**config.mk**
```make
export PLATFORM = sky130hd
export DESIGN_NAME = decode_stage_p_flat
export DESIGN_NICKNAME = d
export VERILOG_FILES = /design/src/rtl/decode_pkg.sv /design/src/rtl/decode_stage_p_if.sv /design/src/rtl/decode_regfile.sv /design/src/rtl/decode_stage_p.sv /design/src/flat_wrapper.sv
export SDC_FILE = /design/constraint.sdc
export NUM_CORES = 2
export LEC_CHECK = 0
export CAP_MARGIN = 20
export CORE_ASPECT_RATIO = 1.25
export CORE_UTILIZATION = 60
export CTS_BUF_LIST = sky130_fd_sc_hd__clkbuf_2 sky130_fd_sc_hd__clkbuf_4 sky130_fd_sc_hd__clkbuf_8
export DETAILED_ROUTE_END_ITERATION = 12
export DONT_BUFFER_PORTS = 1
export GPL_ROUTABILITY_DRIVEN = 1
export PLACE_DENSITY = 0.76
export SETUP_SLACK_MARGIN = 0.15
export SYNTH_ARGS = -nofsm -noshare
export SYNTH_HDL_FRONTEND = slang
export SYNTH_SLANG_ARGS = --single-unit
export TNS_END_PERCENT = 30
```
**constraint.sdc**
```tcl
create_clock -name clk -period 2.5 [get_ports clk]
set_input_delay 0.5 -clock clk [delete_from_list [all_inputs] [get_ports clk]]
set_output_delay 0.5 -clock clk [all_outputs]
set_load 0.01 [all_outputs]
```
**src/rtl/decode_pkg.sv**
```systemverilog
// decode_pkg: instruction field layout and register-address legality helper for the decode stage
package decode_pkg;
    localparam int OPCODE_W = 7;
    localparam int RADDR_W  = 5;
    localparam int OFF_W    = 10;
    localparam int OP_MSB   = 31;
    localparam int OP_LSB   = 25;
    localparam int DST_MSB  = 24;
    localparam int DST_LSB  = 20;
    localparam int S1_MSB   = 19;
    localparam int S1_LSB   = 15;
    localparam int S2_MSB   = 14;
    localparam int S2_LSB   = 10;
    localparam int OFF_MSB  = 9;
    localparam int OFF_LSB  = 0;

    // An address names a real, writable register: inside the file and not a hardwired r0
    function automatic logic reg_ok(input logic [RADDR_W-1:0] a, input int nregs, input bit r0z);
        return ({1'b0, a} < 6'(nregs)) && !(r0z && a == '0);
    endfunction
endpackage

```
**src/rtl/decode_stage_p_if.sv**
```systemverilog
// decode_stage_p_if: fetch-side, writeback and execute-side signals of the decode stage
interface decode_stage_p_if #(parameter int XLEN = 32);
    import decode_pkg::*;
    logic                in_valid;
    logic                in_ready;
    logic [31:0]         instruction;
    logic                wb_en;
    logic [RADDR_W-1:0]  wb_addr;
    logic [XLEN-1:0]     wb_data;
    logic                flush;
    logic                out_valid;
    logic                out_ready;
    logic [OPCODE_W-1:0] opcode;
    logic [RADDR_W-1:0]  dst;
    logic [XLEN-1:0]     src1;
    logic [XLEN-1:0]     src2;
    logic [OFF_W-1:0]    offsetlo;
    logic [RADDR_W-1:0]  src1_addr;
    logic [RADDR_W-1:0]  src2_addr;

    modport slave (
        input  in_valid, instruction, wb_en, wb_addr, wb_data, flush, out_ready,
        output in_ready, out_valid, opcode, dst, src1, src2, offsetlo, src1_addr, src2_addr
    );
    modport master (
        output in_valid, instruction, wb_en, wb_addr, wb_data, flush, out_ready,
        input  in_ready, out_valid, opcode, dst, src1, src2, offsetlo, src1_addr, src2_addr
    );
endinterface

```
**src/rtl/decode_regfile.sv**
```systemverilog
// decode_regfile: NREGS x XLEN register file, two async read ports, one write port, zero rules
module decode_regfile
    import decode_pkg::*;
#(
    parameter int XLEN    = 32,
    parameter int NREGS   = 32,
    parameter bit R0_ZERO = 1
) (
    input  logic               clk,
    input  logic               rst_n,
    input  logic               we,
    input  logic [RADDR_W-1:0] wa,
    input  logic [XLEN-1:0]    wd,
    input  logic [RADDR_W-1:0] ra1,
    output logic [XLEN-1:0]    rd1,
    input  logic [RADDR_W-1:0] ra2,
    output logic [XLEN-1:0]    rd2
);
    localparam int AW = (NREGS > 1) ? $clog2(NREGS) : 1;

    logic [XLEN-1:0] mem [NREGS];

    // Illegal addresses never index the array, so the truncated index is only used in range
    assign rd1 = reg_ok(ra1, NREGS, R0_ZERO) ? mem[ra1[AW-1:0]] : '0;
    assign rd2 = reg_ok(ra2, NREGS, R0_ZERO) ? mem[ra2[AW-1:0]] : '0;

    // Clear on reset; commit only legal writes
    always_ff @(posedge clk or negedge rst_n) begin
        if (!rst_n) begin
            for (int i = 0; i < NREGS; i++) mem[i] <= '0;
        end else if (we && reg_ok(wa, NREGS, R0_ZERO)) begin
            mem[wa[AW-1:0]] <= wd;
        end
    end
endmodule

```
**src/rtl/decode_stage_p.sv**
```systemverilog
// decode_stage_p: registered instruction decode with operand read, writeback bypass and valid/ready flow control
module decode_stage_p
    import decode_pkg::*;
#(
    parameter int XLEN    = 32,
    parameter int NREGS   = 32,
    parameter bit R0_ZERO = 1
) (
    input logic             clk,
    input logic             rst_n,
    decode_stage_p_if.slave bus
);
    logic               live, cap, stall, wb_ok;
    logic [RADDR_W-1:0] ra1, ra2;
    logic [XLEN-1:0]    rd1, rd2, op1, op2;

    assign ra1          = bus.instruction[S1_MSB:S1_LSB];
    assign ra2          = bus.instruction[S2_MSB:S2_LSB];
    assign bus.in_ready = live && !bus.flush && (!bus.out_valid || bus.out_ready);
    assign cap          = bus.in_valid && bus.in_ready;
    assign stall        = bus.out_valid && !bus.out_ready;
    assign wb_ok        = bus.wb_en && reg_ok(bus.wb_addr, NREGS, R0_ZERO);

    decode_regfile #(.XLEN(XLEN), .NREGS(NREGS), .R0_ZERO(R0_ZERO)) u_rf (
        .clk  (clk),
        .rst_n(rst_n),
        .we   (bus.wb_en),
        .wa   (bus.wb_addr),
        .wd   (bus.wb_data),
        .ra1  (ra1),
        .rd1  (rd1),
        .ra2  (ra2),
        .rd2  (rd2)
    );

    // Forward a same-edge writeback so a captured operand never sees the stale entry
    always_comb begin
        op1 = (wb_ok && bus.wb_addr == ra1) ? bus.wb_data : rd1;
        op2 = (wb_ok && bus.wb_addr == ra2) ? bus.wb_data : rd2;
    end

    // EMPTY/FULL bit plus bundle fields; flush wins, then capture, then drain; stalled operands track writebacks
    always_ff @(posedge clk or negedge rst_n) begin
        if (!rst_n) begin
            live          <= 1'b0;
            bus.out_valid <= 1'b0;
            bus.opcode    <= '0;
            bus.dst       <= '0;
            bus.src1      <= '0;
            bus.src2      <= '0;
            bus.offsetlo  <= '0;
            bus.src1_addr <= '0;
            bus.src2_addr <= '0;
        end else begin
            live <= 1'b1;
            if (bus.flush) begin
                bus.out_valid <= 1'b0;
            end else if (cap) begin
                bus.out_valid <= 1'b1;
                bus.opcode    <= bus.instruction[OP_MSB:OP_LSB];
                bus.dst       <= bus.instruction[DST_MSB:DST_LSB];
                bus.src1      <= op1;
                bus.src2      <= op2;
                bus.offsetlo  <= bus.instruction[OFF_MSB:OFF_LSB];
                bus.src1_addr <= ra1;
                bus.src2_addr <= ra2;
            end else if (bus.out_ready) begin
                bus.out_valid <= 1'b0;
            end
            if (stall && wb_ok && bus.wb_addr == bus.src1_addr) bus.src1 <= bus.wb_data;
            if (stall && wb_ok && bus.wb_addr == bus.src2_addr) bus.src2 <= bus.wb_data;
        end
    end
endmodule

```
**src/flat_wrapper.sv**
```systemverilog
// flat-port wrapper written by rule: the top's interface ports become plain ports
module decode_stage_p_flat import decode_pkg::*;
#(
    parameter int XLEN    = 32,
    parameter int NREGS   = 32,
    parameter bit R0_ZERO = 1
)
  (clk, rst_n, bus_in_valid, bus_instruction, bus_wb_en, bus_wb_addr, bus_wb_data, bus_flush, bus_out_ready, bus_in_ready, bus_out_valid, bus_opcode, bus_dst, bus_src1, bus_src2, bus_offsetlo, bus_src1_addr, bus_src2_addr);
  decode_stage_p_if #(.XLEN(XLEN)) bus_i ();
  input logic clk;
  input logic rst_n;
  input wire logic [$bits(bus_i.in_valid)-1:0] bus_in_valid;
  input wire logic [$bits(bus_i.instruction)-1:0] bus_instruction;
  input wire logic [$bits(bus_i.wb_en)-1:0] bus_wb_en;
  input wire logic [$bits(bus_i.wb_addr)-1:0] bus_wb_addr;
  input wire logic [$bits(bus_i.wb_data)-1:0] bus_wb_data;
  input wire logic [$bits(bus_i.flush)-1:0] bus_flush;
  input wire logic [$bits(bus_i.out_ready)-1:0] bus_out_ready;
  output wire logic [$bits(bus_i.in_ready)-1:0] bus_in_ready;
  output wire logic [$bits(bus_i.out_valid)-1:0] bus_out_valid;
  output wire logic [$bits(bus_i.opcode)-1:0] bus_opcode;
  output wire logic [$bits(bus_i.dst)-1:0] bus_dst;
  output wire logic [$bits(bus_i.src1)-1:0] bus_src1;
  output wire logic [$bits(bus_i.src2)-1:0] bus_src2;
  output wire logic [$bits(bus_i.offsetlo)-1:0] bus_offsetlo;
  output wire logic [$bits(bus_i.src1_addr)-1:0] bus_src1_addr;
  output wire logic [$bits(bus_i.src2_addr)-1:0] bus_src2_addr;
  assign bus_i.in_valid = bus_in_valid;
  assign bus_i.instruction = bus_instruction;
  assign bus_i.wb_en = bus_wb_en;
  assign bus_i.wb_addr = bus_wb_addr;
  assign bus_i.wb_data = bus_wb_data;
  assign bus_i.flush = bus_flush;
  assign bus_i.out_ready = bus_out_ready;
  assign bus_in_ready = bus_i.in_ready;
  assign bus_out_valid = bus_i.out_valid;
  assign bus_opcode = bus_i.opcode;
  assign bus_dst = bus_i.dst;
  assign bus_src1 = bus_i.src1;
  assign bus_src2 = bus_i.src2;
  assign bus_offsetlo = bus_i.offsetlo;
  assign bus_src1_addr = bus_i.src1_addr;
  assign bus_src2_addr = bus_i.src2_addr;
  decode_stage_p #(.XLEN(XLEN), .NREGS(NREGS), .R0_ZERO(R0_ZERO)) u_core (.clk(clk), .rst_n(rst_n), .bus(bus_i));
endmodule
```
==> results.json <==
{
  "status": "complete, but fails checks",
  "violations": "hold timing",
  "fmax_ghz": 0.412,
  "min_path_type": "in2async",
  "cp_max_fo": 2,
  "grt_pass1_wl_mm": 260,
  "tightest_slew_ns": 1.24,
  "routed-via-count": 37700,
  "fin_crit_ns": 2.43,
  "rows": 126,
  "synth_area_per_cell_um2": 15.0,
  "critical_path.max_stage_delay_ns": 0.42,
  "synth.ff_latch_count": 1122,
  "async_flop_share_pct": 100,
  "synthFlopType": "dfrtp_1",
  "synth_mux_area_share_pct": 41.3,
  "synth_enable_flop_cells": 0,
  "start_util_pct": 60.8,
  "coreArea_mm2": 0.0947,
  "synthXorXnorAreaFrac_pct": 0.304,
  "cts_hold_repair.buffers": 68,
  "finalSetupViolCount": 0,
  "synth-compound-area-share_pct": 2.95,
  "dieArea_mm2": 0.0973,
  "clockRootBuffer": "clkbuf_8",
  "report.final.slew_viol_count": 0,
  "p_total_mw": 51.0,
  "stdcell_area_mm2": 0.0641,
  "syn-num-nets": 3905,
  "insertion_delay_ns": 0.91,
  "critPathLaunchType": "register",
  "drt-initial-drc-count": 4363,
  "multi_input_area_mm2": 0.0279,
  "grt_pass1_vias": 39800,
  "clk_path_buf_depth": 3,
  "hold_violations": 331,
  "synth.distinct_cells": 47,
  "cts_sinks": 1122,
  "synth_top_family_by_area": "multiplexers",
  "cts_buffers": 175,
  "pre_cts_slack_ns": 0.164,
  "yosysSeqAreaShare_pct": 48.7,
  "syn_inst": 3830,
  "ios": 173,
  "setup.worst_path.class": "reg2out",
  "power-per-cell-area_mw_per_mm2": 796,
  "arrival_ns": 1.93,
  "postLayoutCoreUtil_pct": 67.7,
  "mostFrequentLayoutCells": "1122 x dfrtp_1, 922 x mux2_2, 536 x mux4_2",
  "yosysWarnings": 0,
  "vdd_drop_max_mv": 0.510,
  "final_cells": 5199,
  "tns_ns": 0,
  "routabilityCongestion": 0.865,
  "dp_cells": 4774,
  "port_buffers": 0,
  "fin_skew_ns": 0.0289,
  "die_h_um": 349,
  "dr.pass1.iters": 6,
  "whs_ns": -0.716,
  "max-slew-margin-rel_pct": 17.2,
  "drive_gt1_share_pct": 50.2,
  "grt_overflow": 0,
  "dpl.hpwl_mm": 92.8,
  "clk_pin_slew_ns": 0.07,
  "cts_tree": "yes",
  "fin_nets": 3843,
  "yosys.area_share.simple_pct": 3.41,
  "synthAdderAreaFrac_pct": 0,
  "vias_per_cell": 7.25,
  "final_common_cell": "dfrtp_1",
  "area_delta_synth_final_pct": 11.3,
  "period_share_pct": 97.0,
  "postRouteAntennaNets": 0,
  "grt_util_all_layers_pct": 36.8,
  "htreeDepth": 4,
  "worst_path_max_delay_cell": "dfrtp_1",
  "place_area_mm2": 0.0589,
  "ff2ff_setup_slack_ns": 0.27,
  "seqCellArea_mm2": 0.0281,
  "p_leak_nw": 27.4,
  "fp.dieW_um": 279,
  "wl_per_cell_um": 33.7,
  "crit_required_ns": 2.00,
  "antenna_found_initial": 7,
  "nFillCells": 6228,
  "setup_ws_ns": 0.0739,
  "path_cells": "nor2b_1 -> buf_4 -> nor3b_4 -> buf_4",
  "route.detailed.drc": 0,
  "wl_mm": 175,
  "rsz0062_at_grt": "yes",
  "netlist_area_mm2": 0.0576,
  "grt_max_degree": 1123,
  "cp_common_cell": "buf_4",
  "crit_path_end_kind": "primary output",
  "drv_cap": 0
}
[Yosys cell counts, types with 2 or more instances]
master	n	area, um2
a21oi_1	8	40.0
a22oi_1	3	22.5
a31oi_1	88	551
buf_1	84	315
buf_2	95	475
buf_4	18	135
buf_6	14	158
clkbuf_1	226	848
dfrtp_1	1122	28100
mux2_1	100	1130
mux2_2	922	10400
mux2i_1	20	200
mux4_2	536	12100
nand2_1	146	548
nand2b_1	33	206
nand3_1	43	215
nand3b_1	7	52.6
nand4_1	2	12.5
nand4b_1	30	263
nor2_1	83	312
nor2b_1	5	31.3
nor3_1	5	25.0
nor3b_1	4	30.0
nor4_1	34	213
o21ai_0	3	15.0
o22ai_1	158	988
or3_1	2	12.5
or4_1	2	15.0
xnor2_1	6	52.6
xor2_1	14	123
[final timing paths]
path / from / end / depth (start not counted)
max in group asynchronous: rst_n / u_core.u_rf.mem[282] / 2
worst max register to register: u_core.bus.src2_addr[4] / u_core.bus.src2[23] / 8
worst max-delay path: u_core.bus.out_valid / bus_in_ready / 4
worst min register to register: u_core.u_rf.mem[1022] / u_core.u_rf.mem[1022] / 0
worst min-delay path: rst_n / u_core.bus.offsetlo[3] / 0
min in group clk: bus_instruction[14] / u_core.bus.src2[29] / 3
[flip-flops by register name (all words and copies together), names as in the netlist, 5 cells and up]
signal / cells
u_core.bus.offsetlo: 10
u_core.bus.src2_addr: 5
u_core.bus.src1: 32
u_core.bus.opcode: 7
u_core.u_rf.mem: 1024
u_core.bus.src1_addr: 5
u_core.bus.dst: 5
u_core.bus.src2: 32
[per-layer routing]
layer / track usage [%] / vias up / wire length (um)
li1: - / 14700 / -
met2: 57.5 / 2207 / 83700
met3: 10.4 / 591 / 18300
met5: 0 / - / 34
met4: 19.4 / 6 / 9670
met1: 47.1 / 20200 / 63500
[cells by family after synthesis]
| family | after synthesis |
|---|---|
| AO/OA/AOI/OAI | 270 |
| XOR/XNOR | 20 |
| buffers and inverters | 439 |
| flip-flops | 1122 |
| multiplexers | 1578 |
| other | 1 |
| AND/OR/NAND/NOR | 400 |
[power breakdown]
part	switching, mW	total [mW]	internal (mW)
Combinational	3.18	9.24	6.05
Clock	7.55	17.1	9.54
Sequential	3.04	24.7	21.7
[worst max-delay path: cells and delay by family, from the launching register on]
| kind | cells | cell delay, ns |
|---|---|---|
| buffers and inverters | 2 | 0.28 |
| and+or+nand+nor | 2 | 0.32 |
| DFF | 1 | 0.42 |
[layout make-up]
class                   count  area share (%)
flip-flops and latches   1122            43.8
multi-input cells        2269            43.4
clock buffers             290            5.63
repair buffers            198            4.15
well taps                1280            2.50
clock inverters            32           0.474
diodes                      6          0.0234
inverters                   2          0.0117
[repair_timing]
action / CTS / global route
gates cloned: 0 / 1
pin swaps: 1 / 1
endpoints found under the setup margin: 1 / 287
resized for setup: 2 / 2
endpoints found under the hold margin: 2211 / 460
buffers inserted: 2 / 2
Note: power is estimated with default switching activity, not from simulation.
